===== config.mk =====
export PLATFORM = sky130hd
export DESIGN_NAME = fifo_top
export DESIGN_NICKNAME = d
export VERILOG_FILES = /design/src/rtl/fifo_top.sv
export SDC_FILE = /design/constraint.sdc
export NUM_CORES = 1
export LEC_CHECK = 0
export CAP_MARGIN = 10
export CORE_MARGIN = 3
export CORE_UTILIZATION = 63
export CTS_CLUSTER_DIAMETER = 150
export CTS_CLUSTER_SIZE = 12
export DETAILED_ROUTE_END_ITERATION = 10
export DONT_BUFFER_PORTS = 1
export GPL_TIMING_DRIVEN = 0
export PLACE_DENSITY_LB_ADDON = 0.2
export SKIP_LAST_GASP = 1
export SYNTH_ARGS = -nofsm -noshare
export SYNTH_HDL_FRONTEND = slang
export SYNTH_SLANG_ARGS = --single-unit

===== constraint.sdc =====
create_clock -name clk -period 2.73 [get_ports clk]
set_input_delay 0.546 -clock clk [delete_from_list [all_inputs] [get_ports clk]]
set_output_delay 0.546 -clock clk [all_outputs]
set_load 0.01 [all_outputs]

===== src/rtl/fifo_top.sv =====
// Register-controlled FWFT FIFO: push/pop commit on the qualifying edge, registers read combinationally.
// Backpressure via w_ready/r_enable; sticky OVERFLOW/UNDERFLOW status under FIFO_TOP_ERR_STATUS_EN.
module fifo_top #(
  parameter int DEPTH  = 16,
  parameter int WIDTH  = 8,
  parameter int ADDR_W = 8,
  parameter int DATA_W = 32
) (
  input  logic              clk,
  input  logic              rst_n,
  input  logic [ADDR_W-1:0] reg_addr,
  input  logic [DATA_W-1:0] reg_wdata,
  input  logic              reg_wen,
  input  logic              reg_ren,
  output logic [DATA_W-1:0] reg_rdata,
  output logic              reg_ready,
  input  logic              sel,
  input  logic              is_write,
  input  logic              w_enable,
  input  logic [WIDTH-1:0]  w_data,
  output logic              w_ready,
  output logic              r_enable,
  output logic [WIDTH-1:0]  r_data,
  input  logic              r_ready
);

  localparam int PTR_W = $clog2(DEPTH);
  localparam int CNT_W = PTR_W + 1;
  localparam logic [ADDR_W-1:0] ADDR_CTRL   = ADDR_W'('h00);
  localparam logic [ADDR_W-1:0] ADDR_STATUS = ADDR_W'('h04);
  localparam logic [ADDR_W-1:0] ADDR_THRESH = ADDR_W'('h08);

  logic [WIDTH-1:0]  mem [DEPTH];
  logic [PTR_W-1:0]  wr_ptr, rd_ptr;
  logic [CNT_W-1:0]  count;
  logic [CNT_W-1:0]  thresh;
  logic              enable;
  logic              empty, full, almost_full;
  logic              ctrl_wr, thresh_wr, clear;
  logic              push, pop;
  logic [DATA_W-1:0] status;
  logic              unused_ok;

  assign empty       = (count == '0);
  assign full        = (count == CNT_W'(DEPTH));
  assign almost_full = (count >= thresh);

  assign ctrl_wr   = reg_wen && (reg_addr == ADDR_CTRL);
  assign thresh_wr = reg_wen && (reg_addr == ADDR_THRESH);
  assign clear     = ctrl_wr && reg_wdata[1];

  assign w_ready  = enable && !full;
  assign r_enable = enable && !empty;
  assign push     = sel && is_write && w_enable && w_ready;
  assign pop      = sel && !is_write && r_ready && r_enable;

  assign r_data    = empty ? '0 : mem[rd_ptr];
  assign reg_ready = 1'b1;
  assign unused_ok = ^reg_wdata;

  always_ff @(posedge clk) begin
    if (!rst_n) begin
      enable <= 1'b0;
      thresh <= CNT_W'(DEPTH - 1);
      wr_ptr <= '0;
      rd_ptr <= '0;
      count  <= '0;
    end else begin
      if (ctrl_wr)   enable <= reg_wdata[0];
      if (thresh_wr) thresh <= reg_wdata[CNT_W-1:0];
      // A flush wins over any push/pop on the same edge.
      if (clear) begin
        wr_ptr <= '0;
        rd_ptr <= '0;
        count  <= '0;
      end else if (push) begin
        wr_ptr <= wr_ptr + PTR_W'(1);
        count  <= count + CNT_W'(1);
      end else if (pop) begin
        rd_ptr <= rd_ptr + PTR_W'(1);
        count  <= count - CNT_W'(1);
      end
    end
  end

  always_ff @(posedge clk) begin
    if (push && !clear) mem[wr_ptr] <= w_data;
  end

`ifdef FIFO_TOP_ERR_STATUS_EN
  logic overflow, underflow;

  always_ff @(posedge clk) begin
    if (!rst_n || clear) begin
      overflow  <= 1'b0;
      underflow <= 1'b0;
    end else begin
      if (sel && is_write && w_enable && enable && full)  overflow  <= 1'b1;
      if (sel && !is_write && r_ready && enable && empty) underflow <= 1'b1;
    end
  end
`endif

  always_comb begin
    status              = '0;
    status[0]           = empty;
    status[1]           = full;
    status[2]           = almost_full;
    status[8 +: CNT_W]  = count;
`ifdef FIFO_TOP_ERR_STATUS_EN
    status[3]           = overflow;
    status[4]           = underflow;
`endif
  end

  // Pure read path: a simultaneous write is seen only after the edge.
  always_comb begin
    reg_rdata = '0;
    if (reg_ren) begin
      case (reg_addr)
        ADDR_CTRL:   reg_rdata = DATA_W'(enable);
        ADDR_STATUS: reg_rdata = status;
        ADDR_THRESH: reg_rdata = DATA_W'(thresh);
        default:     reg_rdata = '0;
      endcase
    end
  end

endmodule


; ---- Word-level counts from Yosys, hierarchy flattened
; Memory sizes are Yosys's and may differ from the RTL's. A register that Yosys moved wholly into a read port is not among the register bits.
; Index checks and enable logic that the tools add are counted.
[word_totals]
register_bits = 19
ramBits = 128
input_bits = 56
out_inout_bits = 43
word_cells = 46
mem_count = 1
[op_classes]
addsub = 4
order_cmp = 1
n_eq_ne = 3
mux = 9
bitwise = 2
reduce_logical = 21
[memory_table]
columns = memory, words, word_bits, rd, rd_ports_with_merged_regs, wr, line
row1 = mem, 16, 8, 1, 1, 1, 33  ; logic [WIDTH-1:0] mem [DEPTH];
[op_table]
columns = operator, n
row1 = 13-bit one-hot mux with 3 select lines, 1
row2 = 13-bit two-way mux, 1
row3 = 1-bit logical AND, 12
row4 = 5-bit two-way mux, 2
row5 = "4-bit by 1-bit adder with 4-bit output, second input constant", 2
row6 = "8-bit by 3-bit equality test with 1-bit output, second input constant", 1
row7 = "8-bit by 4-bit equality test with 1-bit output, second input constant", 1
row8 = 8-bit zero test, 1
row9 = 4-bit two-way mux, 2
row10 = 8-bit two-way mux, 1
row11 = "5-bit by 1-bit adder with 5-bit output, second input constant", 1
row12 = "5-bit equality test, second input constant", 1
row13 = 5-bit >= comparator, 1
row14 = 5-bit zero test, 1
row15 = "5-bit by 1-bit subtractor with 5-bit output, second input constant", 1
row16 = 1-bit zero test, 4
row17 = 1-bit two-way mux, 2
row18 = 1-bit NOT, 2
row19 = 2-bit AND reduction, 1
row20 = 2-bit nonzero test, 1
row21 = 2-bit OR reduction, 1

; ---- Depth between registers and ports, before layout
; Gate-level depths: netlist of run 1.
[depth]
word_depth = 8
depth_mapped = 10
mapped_depth_nobuf = 9

; ---- Worst setup path after synthesis of run 1
; No wires, ideal clock.
[synth_timing]
kind = input-to-reg
start = input is_write
end = register count[4]
setup_time_ns = 0.114
arrival_ns = 2.333
required_time_ns = 2.616
setup_slack_ns = 0.283
path_stages = 10
n_path_buf = 1
path_cell_list = nand4_1 a21oi_2 buf_4 inv_1 ha_1 a21o_1 a21oi_1 mux2i_2 xor2_1 nor2_1
[synth_via]
elab_cells_between_ends = 9
classes_between = mux (1) / reduce/logical (8)
[synth_lines]
columns = item, line
row1 = start: declaration, 18  ; input logic is_write,
row2 = 1-bit logical AND * (3 in a row), 54  ; assign push = sel && is_write && w_enable && w_ready;
row3 = net push, 40  ; logic push, pop;
row4 = 5-bit two-way mux or 2-bit nonzero test (tied branches), -
row5 = end signal: assignment, 78  ; count <= count + CNT_W'(1);
row6 = end signal: assignment, 81  ; count <= count - CNT_W'(1);
row7 = end: declaration, 35  ; logic [CNT_W-1:0] count;
; Mark *: on every way through the listed nets, which the timed path passes. The rest lies on a longest branch.
; A chain may end at the register's enable or synchronous reset.

; ---- Final worst setup path of run 1
[layout_timing]
start = register count[3]
end = output r_data[2]
[layout_via]
elab_chain_cells = 2
[layout_rtl]
columns = item, line
row1 = 5-bit zero test, 44  ; assign empty = (count == '0);
row2 = 8-bit two-way mux, 57  ; assign r_data = empty ? '0 : mem[rd_ptr];
row3 = end: declaration, 23  ; output logic [WIDTH-1:0] r_data,
; No other way between the ends.

==> impl_metrics.ini, run 1 <==
[clock_network]
clk_path_buf_depth = 2
root_buffer = clkbuf_8
cts_setup_buffers = 0
cts.htree.levels = 4
cts-resized-gates = 14
hold_buffers = 0
clk_transition_reported_paths_ns = 0.06
cts_num_sinks = 151
cts_tree = built
clkLatencyLatePin_ns = 0.52
cts_buffers = 17

[worst_setup_path]
crit_chain = nor4_4 > and2b_4 > or2_2 > buf_2 > o22ai_1
crit_path_end_kind = primary output
cp_max_fo = 8
crit_cells = 5
critPathLaunchType = flop
crit_family = simple AND/OR/NAND/NOR gates
reg2reg_depth = 10
crit_slowest_cell = dfxtp_1
r2r_start = count[3]
r2r_slack_ns = 0.12
crit_required_ns = 2.18
cp.buffers_inverters = 1
crit_type = reg2out
r2r-end = count[4]
crit_arrival_ns = 2.09
cpPeakStageDelay_ns = 0.52

[timing]
fin_crit_ns = 2.635
relSlewSlack_pct = 34.72
setup_viol = 0
worst_pin_slew_ns = 0.9773
clock.fmax_mhz = 379.5
rsz0062_at_grt = yes
slew_violations = 0
hold_violations = 0
fin_crit_sh_pct = 96.52
fin_worst_skew_ns = 0.007384

[power]
power_frac_seq_pct = 53.0
p_sw_share_pct = 19.78
p_int_mw = 3.783
combPwrFrac_pct = 1.2
power_density_nw_per_um2 = 634.6
clkPwrFrac_pct = 45.9
power_leakage_nw = 2.541
p_switching_mw = 0.9325
total_power_mw = 4.715
peakVddDrop_mv = 0.3875

[hold_path]
hold_class = in2reg
min_path_cells = 1
whs_endpoint = thresh[0]
hold_start = rst_n

[layout]
seq_area_um2 = 4307
utilization_pct = 74.99
layout_common_cells = edfxtp_1 (128), mux4_2 (32), nor2_1 (29)
syn_to_final_growth_pct = 14.10
layout_commonest_cell = edfxtp_1
final_nets = 500
drive_above_1_share_pct = 28.67
antenna_cells = 0
multiInputGateArea_um2 = 2058
fillers = 586

[synthesis]
synth_area_leaders = edfxtp_1 (59%), mux4_2 (11%), dfxtp_1 (7.1%)
ys.flop_type = edfxtp_1
yosys_warnings = 0
synth_area_um2 = 6512
ys_types = 49
ys_async_sr_fraction_pct = 0
ys_ff_latch = 151
seq_area_frac_synth_pct = 66.09
yosys.area.top_type = edfxtp_1
avgSynthCellArea_um2 = 16.66
synth_edf_count = 128
synthCells = 391
synth.top_cell.area_share_pct = 59.02

[detailed_routing]
ant_nets = 0
drt_wl_total_um = 12090
drtPass1Iterations = 5
drt_first_iter_violations = 273
via_per_inst = 5.759
drc = 0
via_count = 3317
avgRoutedWirePerCell_um = 20.98

[die]
die_area_um2 = 11590
io_pins = 99
core_um2 = 9910
fp.dieH_um = 107.7
core.rowCount = 36
die_x_um = 107.7
start_util_pct = 65.72

[outcome]
outcome = finished, final reports clean

[grt]
grt_first_pass_wirelength_um = 18770
grt_antenna_before_repair = 0
grt_max_degree = 17
grt_usage_pct = 22.75
grt_pass1_vias = 3476
gr-total-overflow = 0

[placed_design]
dp_hpwl_um = 7829
routabilityCongestion = 0.7615
port-buffer-count = 0

[job]
maxCapViolations = 0
synth_stat cells, types with 4 or more instances:
| cell | count |
|---|---|
| a21oi_1 | 9 |
| and2_1 | 5 |
| buf_2 | 5 |
| buf_4 | 24 |
| buf_6 | 4 |
| dfxtp_1 | 23 |
| edfxtp_1 | 128 |
| ha_1 | 13 |
| inv_1 | 11 |
| mux2i_1 | 24 |
| mux4_2 | 32 |
| nand2_1 | 15 |
| nor2_1 | 29 |
| nor2b_1 | 7 |
| o22ai_1 | 8 |
| xnor2_1 | 5 |
| xor2_1 | 5 |
area by class of cell:
| cell class | count | share of cell area, % |
|---|---|---|
| Buffer | 35 | 3.940 |
| Clock buffer | 21 | 6.466 |
| Clock inverter | 11 | 1.145 |
| Inverter | 11 | 0.5556 |
| Multi-Input combinational cell | 214 | 27.70 |
| Sequential cell | 151 | 57.96 |
| Tap cell | 133 | 2.239 |
per-stage QoR:
| stage | hold WS, ns | worst slack, ns | TNS (ns) | instance area, µm² | std cells |
|---|---|---|---|---|---|
| after floorplan | 0.4575 | 0.2829 | 0 | 6591 | 412 |
| after global placement | 0.4963 | 0.08349 | 0 | 6758 | 545 |
| after detailed placement | 0.5088 | 0.06584 | 0 | 6758 | 545 |
| after CTS | 0.05543 | 0.02422 | 0 | 7375 | 576 |
| after global routing | 0.04986 | -0.04239 | -0.04707 | 7431 | 576 |
| final | 0.08381 | 0.09502 | 0 | 7431 | 576 |
per-layer routing:
layer | track usage [%] | up-vias | wire [µm]
li1 | - | 1541 | -
met1 | 27.88 | 1637 | 4884
met2 | 38.06 | 127 | 6200
met3 | 6.959 | 12 | 830
met4 | 9.017 | 0 | 169
met5 | 0 | - | 0
power groups by stage:
stage	clock network (mW)	logic, mW	registers (mW)
detailed placement	0	0.0532	2.55
finish	2.16	0.0553	2.50
global route	2.29	0.0608	2.50
CTS	2.19	0.0532	2.50
global placement	0	0.0530	2.55
floorplan	0	0.0509	2.55
state kept, by name, indices dropped and copies added, names as in the netlist, named ones only:
signal / cells
mem: 128
count: 5
thresh: 5
rd_ptr: 4
wr_ptr: 4
enable: 1
logic make-up after synthesis:
kind of cell | after synthesis | synth area share, %
other | 2 | 0.1153
AOI/OAI and AO/OA | 27 | 2.594
buffers and inverters | 47 | 4.668
and+or+nand+nor | 83 | 7.416
DFF | 151 | 66.09
adders and majority gates | 14 | 2.805
xor gates and xnor gates | 10 | 1.345
muxes | 57 | 14.97
worst max path at each step:
stage,startpoint,to,slack (ns)
after floorplan,is_write,count[4],0.28
after CTS,flop,r_data[4],0.02
after global routing,count[0],reg_rdata[2],-0.04
after global placement,is_write,count[4],0.08
final,count[3],r_data[2],0.1
after detailed placement,is_write,count[4],0.07
Power figures use the tool's default switching activity.
==> run 2: changes to the inputs <==
--- a/config.mk
+++ b/config.mk
@@ -15,6 +15,7 @@
 export GPL_TIMING_DRIVEN = 0
 export PLACE_DENSITY_LB_ADDON = 0.2
 export SKIP_LAST_GASP = 1
+export SLEW_MARGIN = 30
 export SYNTH_ARGS = -nofsm -noshare
 export SYNTH_HDL_FRONTEND = slang
 export SYNTH_SLANG_ARGS = --single-unit
==> run 2 against run 1 <==
Against the previous run: die area stayed put; cell count stayed put; total power hardly changed; first-iteration DRC count up 11%; final area grew 0.10%; sequential share of layout area shrank 0.058 points; via count fell by 0.21%; highest routed layer unchanged; register-to-register slack barely moved; worst hold slack gained 0.0016 ns; critical path type unchanged.
==> impl_metrics.ini, run 2 (synthesis results as in run 1) <==
[outcome]
outcome = finished, final reports clean

[layout]
reg_top3 = mem (128), count (5), thresh (5)
regMostFlops = mem
layout_commonest_cell = edfxtp_1
largest_reg_flops = 128
fillers = 589
layout_common_cells = edfxtp_1 (128), mux4_2 (32), nor2_1 (29)
antenna_cells = 0
fin_area_um2 = 7438
finalNonFillerCells = 576
drive_above_1_share_pct = 29.35
syn_to_final_growth_pct = 14.22
final_nets = 500

[placed_design]
routabilityCongestion = 0.7615
dpl_cell_area_um2 = 6758
dp_hpwl_um = 7829
dp_cells = 545
port-buffer-count = 0

[timing]
fin_crit_ns = 2.634
fin_crit_sh_pct = 96.49
rsz0062_at_grt = yes
slew_violations = 0
worst_pin_slew_ns = 0.9714
clock.fmax_mhz = 379.6
fin_tns_setup_ns = 0
relSlewSlack_pct = 35.00
setup_viol = 0
hold_violations = 0
hold_slack_ns = 0.08542
fin_worst_skew_ns = 0.007179

[die]
io_pins = 99
start_util_pct = 65.72
core.rowCount = 36
fp.dieH_um = 107.7
core_um2 = 9910
die_area_um2 = 11590
die_x_um = 107.7

[grt]
gr-total-overflow = 0
grt_max_degree = 17
grt_first_pass_wirelength_um = 18770
grt_usage_pct = 22.75
grt_antenna_before_repair = 0
grt_pass1_vias = 3476

[worst_setup_path]
crit_family = multiplexers
cp.buffers_inverters = 2
critPathLaunchType = flop
crit_arrival_ns = 2.09
crit_chain = buf_6 > buf_12 > mux4_2 > mux2i_4 > o22ai_2
crit_type = reg2out
cp_max_fo = 10
r2r_start = count[3]
crit_slowest_cell = mux4_2
cpPeakStageDelay_ns = 0.55
crit_path_end_kind = primary output
crit_required_ns = 2.18

[power]
power_leakage_nw = 2.546
peakVddDrop_mv = 0.3854
power_density_nw_per_um2 = 633.8

[detailed_routing]
drc = 0
avgRoutedWirePerCell_um = 20.93
drtPass1Iterations = 4
drt_wl_total_um = 12060
drt_first_iter_violations = 302
via_count = 3310
ant_nets = 0
via_per_inst = 5.747

[clock_network]
clk_path_buf_depth = 2
cts.htree.levels = 4
hold_buffers = 0
clkLatencyLatePin_ns = 0.52
root_buffer = clkbuf_8
cts_buffers = 17
clk_transition_reported_paths_ns = 0.06
cts_setup_buffers = 0
cts_num_sinks = 151
cts_tree = built

[job]
maxCapViolations = 0

[hold_path]
hold_class = in2reg
hold_start = rst_n
==> run 2: power by group <==
part           internal (mW)  total [mW]  leakage (nW)  switching (mW)
clock network           1.26        2.16         0.282           0.905
logic                 0.0286      0.0553         0.928          0.0268
registers               2.50        2.50          1.34        0.000136
total                   3.78        4.71          2.55           0.931
==> run 2: layout make-up <==
| cell class | count | area, µm² | area share (%) |
|---|---|---|---|
| flip-flops and latches | 151 | 4307 | 57.90 |
| multi-input cells | 214 | 2066 | 27.77 |
| clock buffers | 21 | 480.5 | 6.459 |
| plain buffers | 35 | 292.8 | 3.936 |
| well taps | 133 | 166.4 | 2.237 |
| clock inverters | 11 | 85.08 | 1.144 |
| inverters | 11 | 41.29 | 0.5551 |
==> run 2: per-layer routing <==
layer | up-vias | GRT usage (%) | share of wire, %
li1 | 1539 | - | -
met1 | 1630 | 27.88 | 40
met2 | 133 | 38.06 | 52
met3 | 8 | 6.959 | 7.7
met4 | 0 | 9.017 | 0.88
met5 | - | 0 | 0
==> run 2: final timing paths <==
path                            slack (ns)  cells past startpoint        end
worst max-delay path                   0.1                      5  r_data[6]
worst min-delay path                  0.09                      1  thresh[0]
worst min register to register        0.53                      2  thresh[1]
worst max register to register        0.13                     10   count[4]
==> run 2: stage by stage <==
stage	total power, mW	utilization [%]	setup WS (ns)
floorplan	2.598	-	0.2829
global placement	2.600	68.19	0.08349
detailed placement	2.600	68.19	0.06584
CTS	4.746	74.42	0.02422
global route	4.845	75.06	-0.04239
finish	4.714	75.06	0.09594
==> run 2: repair_timing <==
item / CTS / global route
gates cloned: 0 / 0
pin swaps: 0 / 0
gates resized for setup: 14 / 12
endpoints found under the setup margin: 9 / 10
